==> src/rtl/fta_bus_pkg.sv <==
// fta_bus_pkg: 128-bit fta bus command request/response types shared by bus masters and slaves.
package fta_bus_pkg;
  typedef struct packed {
    logic [5:0] core;
    logic [2:0] channel;
    logic [3:0] tranid;
  } fta_tranid_t;
  typedef struct packed {
    fta_tranid_t  tid;
    logic         cyc;
    logic         stb;
    logic         we;
    logic [15:0]  sel;
    logic [31:0]  adr;
    logic [127:0] dat;
  } fta_cmd_request128_t;
  typedef struct packed {
    fta_tranid_t  tid;
    logic         ack;
    logic         rty;
    logic         err;
    logic [31:0]  adr;
    logic [127:0] dat;
  } fta_cmd_response128_t;
endpackage

==> src/rtl/rf80386_pkg.sv <==
// rf80386_pkg: core-wide types; holds the bus arbiter owner-table entry and tranid start value.
package rf80386_pkg;
  typedef enum logic {OWN_D = 1'b0, OWN_I = 1'b1} e_arb_owner;
  typedef struct packed {
    logic       valid;
    e_arb_owner owner;
    logic [7:0] age;
  } arb_entry_t;
  localparam logic [3:0] ARB_TRANID_FIRST = 4'd1;
endpackage

==> src/rtl/rf80386_rr_arb2.sv <==
// rf80386_rr_arb2: two-way round-robin picker; a D write overrides fairness. grant = {i, d}.
module rf80386_rr_arb2 import rf80386_pkg::*; (
  input  logic       d_vld,
  input  logic       i_vld,
  input  logic       d_we,
  input  e_arb_owner last,
  output logic [1:0] grant
);
  logic d_win;
  assign d_win = d_vld && (!i_vld || d_we || last == OWN_I);
  assign grant = {i_vld && !d_win, d_win};
endmodule

==> src/rtl/rf80386_bus_arbiter.sv <==
// rf80386_bus_arbiter: shares the fta master port between D and I, tags tranids, routes responses.
// Define RF80386_ARB_TIMEOUT_EN to retire stale entries with a synthesized rty response.
module rf80386_bus_arbiter import fta_bus_pkg::*, rf80386_pkg::*; #(
  parameter logic [5:0] CORENO     = 6'd1,
  parameter logic [2:0] CID        = 3'd1,
  parameter int         MAX_OUT    = 4,
  parameter int         TMO_CYCLES = 255
) (
  input  logic                 clk_i,
  input  logic                 rst_ni,
  input  fta_cmd_request128_t  d_req_i,
  output logic                 d_accept_o,
  output fta_cmd_response128_t d_resp_o,
  input  fta_cmd_request128_t  i_req_i,
  output logic                 i_accept_o,
  output fta_cmd_response128_t i_resp_o,
  output fta_cmd_request128_t  ftam_req,
  input  fta_cmd_response128_t ftam_resp,
  output logic                 busy_o
);
  arb_entry_t           tbl [16];
  logic [3:0]           tranid, cnt, rsp_idx, tmo_idx;
  e_arb_owner           last, tmo_owner;
  logic [1:0]           grant;
  logic                 can_issue, acc, rsp_hit, tmo_fire;
  fta_cmd_request128_t  sel_req;
  fta_cmd_response128_t tmo_resp;
  rf80386_rr_arb2 u_arb (
    .d_vld (d_req_i.cyc),
    .i_vld (i_req_i.cyc),
    .d_we  (d_req_i.we),
    .last  (last),
    .grant (grant)
  );
  assign can_issue  = rst_ni && cnt < 4'(MAX_OUT) && !tbl[tranid].valid;
  assign d_accept_o = can_issue && grant[0];
  assign i_accept_o = can_issue && grant[1];
  assign acc        = d_accept_o || i_accept_o;
  assign sel_req    = grant[0] ? d_req_i : i_req_i;
  assign rsp_idx    = ftam_resp.tid.tranid;
  assign rsp_hit    = (ftam_resp.ack || ftam_resp.rty) && ftam_resp.tid.core == CORENO &&
                      ftam_resp.tid.channel == CID && tbl[rsp_idx].valid;
`ifdef RF80386_ARB_TIMEOUT_EN
  // At most one entry expires per cycle; a real response to the same owner defers it a cycle.
  always_comb begin
    tmo_idx   = '0;
    tmo_owner = OWN_D;
    tmo_fire  = 1'b0;
    for (int k = 15; k >= 0; k--)
      if (tbl[k].valid && tbl[k].age >= 8'(TMO_CYCLES)) begin
        tmo_idx   = 4'(k);
        tmo_owner = tbl[k].owner;
        tmo_fire  = 1'b1;
      end
    if (rsp_hit && tbl[rsp_idx].owner == tmo_owner) tmo_fire = 1'b0;
    tmo_resp = '0;
    tmo_resp.tid.core    = CORENO;
    tmo_resp.tid.channel = CID;
    tmo_resp.tid.tranid  = tmo_idx;
    tmo_resp.rty         = 1'b1;
  end
`else
  assign tmo_idx   = '0;
  assign tmo_owner = OWN_D;
  assign tmo_fire  = 1'b0;
  assign tmo_resp  = '0;
`endif
  assign d_resp_o = rsp_hit && tbl[rsp_idx].owner == OWN_D ? ftam_resp :
                    tmo_fire && tmo_owner == OWN_D ? tmo_resp : '0;
  assign i_resp_o = rsp_hit && tbl[rsp_idx].owner == OWN_I ? ftam_resp :
                    tmo_fire && tmo_owner == OWN_I ? tmo_resp : '0;
  assign busy_o   = cnt != 4'd0 || ftam_req.cyc;
  always_ff @(posedge clk_i or negedge rst_ni)
    if (!rst_ni) begin
      ftam_req <= '0;
      tranid   <= ARB_TRANID_FIRST;
      cnt      <= '0;
      last     <= OWN_I;
      for (int k = 0; k < 16; k++) tbl[k] <= '0;
    end else begin
      ftam_req <= '0;
      if (acc) begin
        ftam_req             <= sel_req;
        ftam_req.tid.core    <= CORENO;
        ftam_req.tid.channel <= CID;
        ftam_req.tid.tranid  <= tranid;
        tranid <= tranid == 4'd15 ? ARB_TRANID_FIRST : tranid + 4'd1;
        last   <= grant[0] ? OWN_D : OWN_I;
      end
      cnt <= cnt + 4'(acc) - 4'(rsp_hit) - 4'(tmo_fire);
      for (int k = 0; k < 16; k++)
        if (acc && tranid == 4'(k))
          tbl[k] <= '{valid: 1'b1, owner: (grant[0] ? OWN_D : OWN_I), age: 8'd0};
        else if ((rsp_hit && rsp_idx == 4'(k)) || (tmo_fire && tmo_idx == 4'(k)))
          tbl[k] <= '0;
`ifdef RF80386_ARB_TIMEOUT_EN
        else if (tbl[k].valid && tbl[k].age != 8'hff)
          tbl[k].age <= tbl[k].age + 8'd1;
`endif
    end
endmodule

==> config.mk <==
export PLATFORM = sky130hd
export DESIGN_NAME = rf80386_bus_arbiter
export DESIGN_NICKNAME = d
export VERILOG_FILES = /design/src/rtl/fta_bus_pkg.sv /design/src/rtl/rf80386_pkg.sv /design/src/rtl/rf80386_rr_arb2.sv /design/src/rtl/rf80386_bus_arbiter.sv
export SDC_FILE = /design/constraint.sdc
export NUM_CORES = 1
export LEC_CHECK = 0
export CAP_MARGIN = 5
export CORE_AREA = 2 2 432 434
export DETAILED_ROUTE_END_ITERATION = 10
export DIE_AREA = 0 0 434 436
export PLACE_DENSITY = 0.37
export SYNTH_ARGS = -nofsm -noshare
export SYNTH_HDL_FRONTEND = slang
export SYNTH_SLANG_ARGS = --single-unit
==> constraint.sdc <==
create_clock -name clk_i -period 2.9 [get_ports clk_i]
set_input_delay 0.435 -clock clk_i [delete_from_list [all_inputs] [get_ports clk_i]]
set_output_delay 0.435 -clock clk_i [all_outputs]
set_load 0.01 [all_outputs]
==> results of run 1 <==
==> routing by layer <==
metal | share of wire, % | wire (um) | up-vias | GRT usage, %
met5 | 0.11 | 135 | - | 0
met4 | 3.4 | 4160 | 22 | 3.41
met3 | 6.5 | 8020 | 173 | 2.58
met2 | 55 | 67500 | 720 | 23.4
met1 | 36 | 44000 | 8969 | 12.4
li1 | - | - | 8492 | -
==> final cells by class <==
class                           instances  area share, %
Tap cell                             2480           9.02
Clock inverter                         17          0.625
Clock buffer                           34           2.25
Timing Repair Buffer                 1479           43.8
Sequential cell                       225           16.4
Antenna cell                            4         0.0291
Multi-Input combinational cell       1093           25.8
Inverter                              186           2.03
==> cell usage after synthesis, types with 4 or more instances <==
library cell  number  share of area, %
mux4_2            10               1.7
clkbuf_1         113               3.2
nor2b_1            4              0.19
dfrtp_1          223                42
ha_1              10              0.94
buf_4             23               1.3
nor2_1            18              0.51
o31ai_1           13              0.73
a21oi_1          179               6.7
a22o_1             5              0.33
and2_1             6              0.28
a31oi_1            5              0.23
nor3_1             6              0.23
inv_1            184               5.2
buf_2             59               2.2
nand3_1           20              0.75
mux2i_1            9              0.68
mux2_2             6              0.51
a31o_2             4              0.26
nor4_1           339                16
nand4_1            6              0.28
and3_1             9              0.42
buf_6             12               1.0
nand2_1          376                11
==> critical path, stage by stage (launching register included) <==
cell     delay [ps]
dfrtp_1         390
mux4_2          470
mux2_4          300
o22ai_4         220
buf_6           140
buf_16          150
buf_12          130
buf_12          100
buf_8           100
buf_8           100
buf_8           120
nor4_4           50
buf_2           160
==> power by group through the flow <==
stage / registers [uW] / logic [uW] / clock network, uW
floorplan: 4000 / 2260 / 0
global placement: 3920 / 5480 / 0
detailed placement: 3920 / 5470 / 0
CTS: 3870 / 7130 / 4150
global route: 3920 / 8950 / 4220
finish: 3870 / 8450 / 3940
==> flip-flops by register name, indices dropped and copies added (netlist names) <==
register  cells
tranid        4
last          1
tbl          32
cnt           4
ftam_req    184
==> repair_timing <==
item	4_1_cts	5_1_grt
endpoints found under the setup margin	343	344
gates resized for setup	1387	608
endpoints found under the hold margin	34	0
hold buffers	2	0
cloned	16	17
setup buffers	122	113
pin swaps	24	112
==> cell families (layout without fill, tap and decap cells) <==
| kind of cell | count (synthesis) | in the layout | share of synthesized area, % |
|---|---|---|---|
| other | 1 | 25 | 0.0281 |
| adders and majority gates | 11 | 11 | 1.09 |
| AOI/OAI and AO/OA | 235 | 235 | 10.5 |
| and+or+nand+nor | 796 | 796 | 29.9 |
| muxes | 28 | 28 | 3.17 |
| DFF | 225 | 225 | 42.3 |
| buffers and inverters | 395 | 1716 | 13.0 |
| xor gates and xnor gates | 2 | 2 | 0.131 |
==> worst max path at each step <==
stage                    from             to  slack [ps]  cells after the start
6_report              tbl[69]  i_resp_o[143]        -590                     12
5_1_grt               tbl[49]   d_resp_o[31]        -690                     10
4_1_cts               tbl[98]  d_resp_o[111]        -820                      9
3_5_place_dp   ftam_resp[163]  d_resp_o[102]       -1160                     11
3_3_place_gp   ftam_resp[175]   i_resp_o[73]       -1190                      8
2_1_floorplan  ftam_resp[164]         cnt[2]         -90                     13
==> through the flow <==
step	hold WS, ps	power [uW]	worst slack [ps]	util [%]
2_1_floorplan	139	6260	-90.0	-
3_3_place_gp	522	9410	-1190	15.5
3_5_place_dp	523	9390	-1160	15.5
4_1_cts	274	15100	-824	17.2
5_1_grt	333	17100	-695	18.6
6_report	351	16300	-587	18.6
==> cell usage in the layout, fill, tap and decap left out, types with 5 or more instances in the layout <==
cell type / synthesis / final
clkdlybuf4s50_1: 0 / 717
nand3_1: 20 / 19
nand2_1: 376 / 375
clkbuf_16: 0 / 46
dfrtp_1: 223 / 222
nor4_4: 0 / 134
buf_16: 0 / 11
and3_1: 9 / 7
buf_8: 0 / 45
buf_2: 59 / 193
clkdlybuf4s15_1: 0 / 18
nor4_1: 339 / 93
inv_1: 184 / 183
mux2_2: 6 / 5
clkbuf_2: 1 / 42
conb_1: 1 / 21
buf_4: 23 / 205
mux2i_1: 9 / 9
nor2_1: 18 / 18
clkinv_4: 0 / 5
nor4_2: 0 / 112
o31ai_1: 13 / 12
ha_1: 10 / 9
mux4_2: 10 / 10
buf_6: 12 / 111
a21oi_1: 179 / 178
a22o_1: 5 / 5
nand4_1: 6 / 6
a31oi_1: 5 / 5
buf_12: 0 / 113
==> flow_metrics.tcl, run 1 <==
set metrics [dict create \
    synth_edf_count 0 \
    fmax_mhz 287 \
    swShare_pct 37.9 \
    postSynthCellCount 1693 \
    grt_pass1_wl_um 156000 \
    drv_slew 0 \
    first_pass_iters 5 \
    finalSetupTns_ps -146660 \
    maxSlewHeadroom_pct 31.0 \
    htree_levels 1 \
    regArea_um2 5630 \
    start_kind "flip-flop" \
    hold_violations 0 \
    fin_area_um2 34400 \
    ys_seq_elements 225 \
    drv_cap 0 \
    worstHoldEndpoint "ftam_req[37]" \
    async_flop_share_pct 100 \
    synthToLayoutAreaGrowth_pct 158 \
    pin_count 1109 \
    place_area_um2 28600 \
    power_density_nw_per_um2 473 \
    gr-usage-all-layers_pct 11.9 \
    tightest_slew_ps 1040 \
    r2r_start "tbl[69]" \
    seq_area_frac_synth_pct 42.3 \
    cts_buffers 28 \
    post-dp-hpwl_um 96200 \
    grt_max_degree 119 \
    drcViolationCount 0 \
    power_frac_comb_pct 51.9 \
    fin_crit_ps 3490 \
    cts.sinks 225 \
    grt_pass1_vias 18100 \
    r2r_end "cnt[1]" \
    rrSetupSlack_ps -490 \
    instances_no_fill 5518 \
    setup_ws_ps -587 \
    cts-root-buf "clkbuf_16" \
    grt_setup_unrepaired "yes" \
    cts_buffer_depth 3 \
    multiInputGateArea_um2 8890 \
    start_util_pct 7.22 \
    pwr-share-clk_pct 24.3 \
    place_congestion 0.841 \
    overflow 0 \
    die_area_um2 189000 \
    period_share_pct 120 \
    die_h_um 436 \
    row_count 158 \
    coreArea_um2 185000 \
    worstSetupPathType "flip-flop to output port" \
    insertion_delay_ps 620 \
    ant_nets 0 \
    arrival_ps 3050 \
    synth_ff_type "dfrtp_1" \
    vias_per_cell 3.33 \
    drive_gt1_share_pct 35.9 \
    avgRoutedWirePerCell_um 22.5 \
    cts_tree "done" \
    hp-start "d_req_i[37]" \
    power_switching_uw 6160 \
    fin_nets 3586 \
    hold_class "primary input to flip-flop" \
    clkTransAtPathRegs_ps 80 \
    wl_um 124000 \
    cp_max_fo 7 \
    syn_area_per_cell_um2 7.87 \
    intPower_uw 10100 \
    status "finished, violations left" \
    seq_power_share_pct 23.8 \
    drt_iter0_drc 851 \
    fillers 20700 \
    peakVddDrop_mv 0.376 \
    violations "negative setup slack" \
    power_leakage_uw 0.0143 \
    cp.required_ps 2470 \
    antenna_found_initial 48 \
    synth.distinct_cells 61 \
    chipWidth_um 434 \
    portBuffers 1061 \
    dp_cells 5278 \
    ys.warnings.count 0 \
    fin_worst_skew_ps 24.1 \
    num_vias 18400 \
    hold_depth 3 \
    critPathCaptureType "output port" \
    ff2ff_path_depth 14 \
    netlist_area_um2 13300 \
    setup_viol_count_final 343 \
]
No activity file was read; power rests on OpenSTA's default activity.
==> run 2, diff against run 1 <==
--- a/config.mk
+++ b/config.mk
@@ -7,6 +7,7 @@
 export LEC_CHECK = 0
 export CAP_MARGIN = 5
 export CORE_AREA = 2 2 432 434
+export CTS_CLUSTER_DIAMETER = 100
 export DETAILED_ROUTE_END_ITERATION = 10
 export DIE_AREA = 0 0 434 436
 export PLACE_DENSITY = 0.37
==> run 2 against run 1 <==
Effect of this change:
- critical endpoint is now d_resp_o[61]
- utilization shrank 0.90 points
- clock power grew 2%
- the run still ends with negative setup slack left
- sequential cell count unchanged
- sequential share of layout area increased by 0.83 points
- first-iteration DRC count fell by 6.5%
- critical path type unchanged
- clock skew shrank 11 ps
==> flow_metrics.tcl, run 2 (same netlist as run 1, synthesis figures left out) <==
set metrics [dict create \
    status "finished, violations left" \
    violations "negative setup slack" \
    grt_max_degree 119 \
    pin_count 1109 \
    tightest_slew_ps 1040 \
    start_kind "flip-flop" \
    cts.sinks 225 \
    setup_ws_ps -536 \
    grt_pass1_wl_um 156000 \
    chipWidth_um 434 \
    overflow 0 \
    final_common_cell "clkdlybuf4s50_1" \
    clkTransAtPathRegs_ps 70 \
    maxSlewHeadroom_pct 30.9 \
    swShare_pct 36.7 \
    top_layer "met5" \
    setup_viol_count_final 343 \
    place_congestion 0.841 \
    row_count 158 \
    cp_max_fo 9 \
    intPower_uw 9880 \
    fin_nets 3559 \
    hold_depth 3 \
    fmax_mhz 291 \
    htree_levels 1 \
    synthToLayoutAreaGrowth_pct 146 \
    peakVddDrop_mv 0.363 \
    ff2ff_path_depth 14 \
    power_switching_uw 5740 \
    fillers 20900 \
    power_density_nw_per_um2 477 \
    coreArea_um2 185000 \
    slowest_delay_ps 470 \
    arrival_ps 3000 \
    hold_violations 0 \
    drv_slew 0 \
    drcViolationCount 0 \
    portBuffers 1061 \
    hold_class "primary input to flip-flop" \
    wl_met2_um 66600 \
    die_h_um 436 \
    drv_cap 0 \
    worstSetupPathType "flip-flop to output port" \
    drive_gt1_share_pct 32.0 \
    drt_iter0_drc 796 \
    period_share_pct 118 \
    power_leakage_uw 0.0139 \
    cts_tree "done" \
    ant_nets 0 \
    avgRoutedWirePerCell_um 22.2 \
    finalPower_uw 15600 \
    post-dp-hpwl_um 96200 \
    cpMaxStageDelayCell "mux4_2" \
    die_area_um2 189000 \
    cp_cell_sequence "mux4_2 -> mux2_4 -> o22ai_4 -> buf_6 -> buf_16 -> buf_4 -> buf_12 -> buf_4 -> buf_6 -> nor4_4 -> buf_2" \
    seq_power_share_pct 24.8 \
    cts_buffer_depth 3 \
    critPathCaptureType "output port" \
    wl_um 122000 \
    first_pass_iters 4 \
    reg_top3 "ftam_req: 184 flops, tbl: 32 flops" \
    power_frac_comb_pct 49.4 \
    fin_util_pct 17.7 \
    largest_register "ftam_req" \
    cp.required_ps 2470 \
    fin_crit_ps 3440 \
    num_vias 18200 \
    grt_pass1_vias 18000 \
    insertion_delay_ps 600 \
    gr-usage-all-layers_pct 11.9 \
    met1_length_um 42800 \
    start_util_pct 7.22 \
    largest_register_ffs 184 \
    grt_setup_unrepaired "yes" \
    layout_common_cells "clkdlybuf4s50_1 (717), nand2_1 (375), dfrtp_1 (222)" \
    met3_length_um 8540 \
    antenna_found_initial 50 \
    cts-root-buf "clkbuf_16" \
    fin_worst_skew_ps 13.5 \
    cts_buffers 29 \
    pwr-share-clk_pct 25.8 \
    vias_per_cell 3.31 \
]
-- run 2: changes by cell type in the layout (fill, tap and decap cells not counted), moves of 7 or more --
cell	previous run	this run
nor4_4	134	69
buf_8	45	31
buf_12	113	98
buf_6	111	101
nor4_2	112	86
buf_2	193	204
nor4_1	93	184
clkbuf_2	42	35
buf_4	205	212
-- run 2: final cells by class --
| cell class | count | area [um2] | share of cell area (%) |
|---|---|---|---|
| Multi-Input combinational cell | 1093 | 7720 | 23.6 |
| Clock inverter | 19 | 282 | 0.860 |
| Tap cell | 2480 | 3100 | 9.48 |
| Clock buffer | 32 | 737 | 2.25 |
| Inverter | 186 | 698 | 2.13 |
| Antenna cell | 7 | 17.5 | 0.0535 |
| Timing Repair Buffer | 1451 | 14600 | 44.4 |
| Sequential cell | 225 | 5630 | 17.2 |
-- run 2: worst paths after layout --
kind / from / end / slack (ps)
min: d_req_i[124] / ftam_req[124] / 370
max in group asynchronous: rst_ni / tranid[1] / 1180
max reg2reg: tbl[69] / cnt[1] / -350
min in group asynchronous: rst_ni / last / 620
max: tbl[69] / d_resp_o[61] / -540
min reg2reg: last / last / 530
-- run 2: repair_timing --
| item | in CTS | in global routing |
|---|---|---|
| pin swaps | 27 | 50 |
| hold buffers | 2 | 0 |
| cloned | 16 | 12 |
| endpoints found under the setup margin | 343 | 344 |
| hold endpoints to repair | 34 | 0 |
| gates resized for setup | 1408 | 353 |
| setup buffers | 111 | 78 |
-- run 2: stage by stage --
stage	hold slack (ps)	instances	setup TNS (ps)	setup slack, ps	instance area [um2]
after CTS	303	5443	-166300	-812	31500
after floorplan	139	1713	-175	-90.0	13400
after detailed placement	523	5278	-291060	-1160	28600
final	367	5493	-133730	-536	32700
after global placement	522	5278	-294240	-1190	28600
after global routing	346	5488	-177380	-660	32700
-- run 2: worst max-delay path, delay by kind of cell, from the launching register on --
kind                   cells  cell delay [ps]
AO/OA/AOI/OAI              1              220
buffers and inverters      7              960
flip-flops                 1              390
multiplexers               2              770
AND/OR/NAND/NOR            1               40
-- run 2: routing by layer --
| layer | vias to the layer above | global-route usage (%) |
|---|---|---|
| met2 | 720 | 23.4 |
| li1 | 8442 | - |
| met3 | 160 | 2.58 |
| met1 | 8809 | 12.3 |
| met5 | - | 0 |
| met4 | 24 | 3.24 |
-- run 2: power groups by stage --
stage               clock [uW]  combinational (uW)  sequential [uW]
floorplan                    0                2260             4000
detailed placement           0                5470             3920
global placement             0                5480             3920
global route              4320                8230             3920
finish                    4030                7710             3870
CTS                       4220                6980             3870
==> run 3, diff against run 2 <==
--- a/config.mk
+++ b/config.mk
@@ -11,6 +11,7 @@
 export DETAILED_ROUTE_END_ITERATION = 10
 export DIE_AREA = 0 0 434 436
 export PLACE_DENSITY = 0.37
+export REMOVE_ABC_BUFFERS = 1
 export SYNTH_ARGS = -nofsm -noshare
 export SYNTH_HDL_FRONTEND = slang
 export SYNTH_SLANG_ARGS = --single-unit
==> run 3 against run 2 <==
Effect of this change:
- the flow still finishes with violations (negative setup slack)
- critical path depth is 2 lower
- sequential share of layout area is 0.70 points higher
- combinational power is 7.0% lower
- clock-buffer cell count is 19 higher
- final cell count is 0.96% lower
- critical path type unchanged
- critical endpoint is now d_resp_o[153]
- largest power group unchanged
==> flow_metrics.tcl, run 3 (same netlist as run 1, synthesis figures left out) <==
set metrics [dict create \
    num_vias 17600 \
    grt_pass1_wl_um 142000 \
    cts.sinks 225 \
    arrival_ps 2910 \
    cts_buffer_depth 3 \
    dp_slack_ps -1030 \
    drv_slew 0 \
    dp_cells 5269 \
    fin_util_pct 17.0 \
    final_common_cell "clkdlybuf4s50_1" \
    drive_gt1_share_pct 28.0 \
    insertion_delay_ps 570 \
    slowest_delay_ps 470 \
    grt_max_degree 118 \
    fin_worst_skew_ps 25.0 \
    cts_buffers 35 \
    cp.required_ps 2470 \
    peakVddDrop_mv 0.376 \
    hold_class "primary input to asynchronous set/reset pin" \
    start_kind "flip-flop" \
    status "finished, violations left" \
    regArea_um2 5630 \
    cp_cell_sequence "mux4_2 -> a22oi_2 -> buf_4 -> nand3_4 -> buf_16 -> buf_16 -> buf_16 -> nor4_1 -> clkdlybuf4s15_1" \
    largest_register "ftam_req" \
    fillers 21100 \
    post-dp-hpwl_um 84400 \
    cts_tree "done" \
    drt_iter0_drc 801 \
    setup_viol_count_final 343 \
    layout_common_cells "clkdlybuf4s50_1 (716), nand2_1 (374), nor4_1 (222), dfrtp_1 (222), buf_4 (193)" \
    gr-usage-all-layers_pct 10.6 \
    violations "negative setup slack" \
    grt_setup_unrepaired "yes" \
    avgRoutedWirePerCell_um 20.1 \
    cpMaxStageDelayCell "mux4_2" \
    period_share_pct 115 \
    multiInputGateArea_um2 7180 \
    wl_met2_um 59800 \
    setup_ws_ps -449 \
    hold_violations 0 \
    start_util_pct 7.22 \
    largest_register_ffs 184 \
    fin_crit_ps 3350 \
    hold-worst-slack_ps 288 \
    synthToLayoutAreaGrowth_pct 136 \
    clkTransAtPathRegs_ps 70 \
    fin_nets 3504 \
    overflow 0 \
    met1_length_um 39500 \
    top_layer "met4" \
    drv_cap 0 \
    fmax_mhz 299 \
    ant_nets 0 \
    vias_per_cell 3.24 \
    drcViolationCount 0 \
    htree_levels 2 \
    pin_count 1109 \
    first_pass_iters 5 \
    instances_no_fill 5440 \
    place_congestion 0.850 \
    met3_length_um 6910 \
    power_leakage_uw 0.0134 \
    power_density_nw_per_um2 491 \
    cts-root-buf "clkbuf_16" \
    critPathBufInv 5 \
    critPathTopFamily "buffers and inverters" \
    antenna_found_initial 6 \
    portBuffers 1061 \
    cp_max_fo 12 \
    critPathCaptureType "output port" \
    grt_pass1_vias 17800 \
    reg_top3 "ftam_req: 184 flops, tbl: 32 flops" \
    die_h_um 436 \
    maxSlewHeadroom_pct 37.3 \
    chipWidth_um 434 \
    worstSetupPathType "flip-flop to output port" \
    tightest_slew_ps 940 \
    cp_common_cell "buf_16" \
    die_area_um2 189000 \
    coreArea_um2 185000 \
    wl_um 109000 \
    row_count 158 \
]
-- run 3: layout make-up --
| cell class | instances | share of cell area (%) |
|---|---|---|
| Clock buffer | 51 | 3.26 |
| Inverter | 186 | 2.22 |
| Sequential cell | 225 | 17.9 |
| Antenna cell | 3 | 0.0239 |
| Tap cell | 2480 | 9.86 |
| Multi-Input combinational cell | 1093 | 22.8 |
| Clock inverter | 12 | 0.457 |
| Timing Repair Buffer | 1390 | 43.4 |
-- run 3: stage by stage --
| step | setup TNS (ps) | total power, uW | instance area (um2) |
|---|---|---|---|
| floorplan | -3469600 | 6060 | 12400 |
| global placement | -270770 | 9530 | 28400 |
| detailed placement | -275320 | 9510 | 28400 |
| CTS | -179020 | 15200 | 30800 |
| global route | -152450 | 16300 | 31500 |
| finish | -107400 | 15500 | 31500 |
-- run 3: layer usage --
layer / up-vias / track usage [%]
met3: 106 / 2.41
met2: 662 / 20.7
li1: 8323 / -
met5: - / 0
met4: 0 / 3.04
met1: 8530 / 11.1
-- run 3: report_power, final --
part / switching, uW / internal [uW]
Sequential: 269 / 3610
Combinational: 3670 / 3510
Clock: 1750 / 2660
-- run 3: what timing repair did --
item / in CTS / in global routing
hold buffers: 1 / 0
resized for setup: 1046 / 487
setup buffers: 73 / 64
cloned: 15 / 8
endpoints found under the setup margin: 343 / 343
pin swaps: 8 / 25
hold endpoints to repair: 4 / 0
-- run 3: worst register-to-register path, cell delays in order, from the launching register on --
cell and delay [ps]:
dfrtp_1 400, mux2i_1 160, a22oi_1 110, buf_4 150, nand2_4 100, buf_4 680, nor2_1 160, ha_1 310
inv_1 60, ha_1 180, inv_1 70, fa_1 500, inv_1 50
-- run 3: worst paths after layout --
check                                 start  slack (ps)  cells after the start       endpoint
worst min-delay path                 rst_ni         290                      2         cnt[3]
worst max register to register      tbl[89]        -150                     12         cnt[1]
worst max-delay path               tbl[118]        -450                      9  d_resp_o[153]
worst min register to register     tbl[109]         520                      1       tbl[109]
min in group clk_i              d_req_i[46]         400                      3   ftam_req[46]
max in group asynchronous            rst_ni         850                      4      tranid[1]
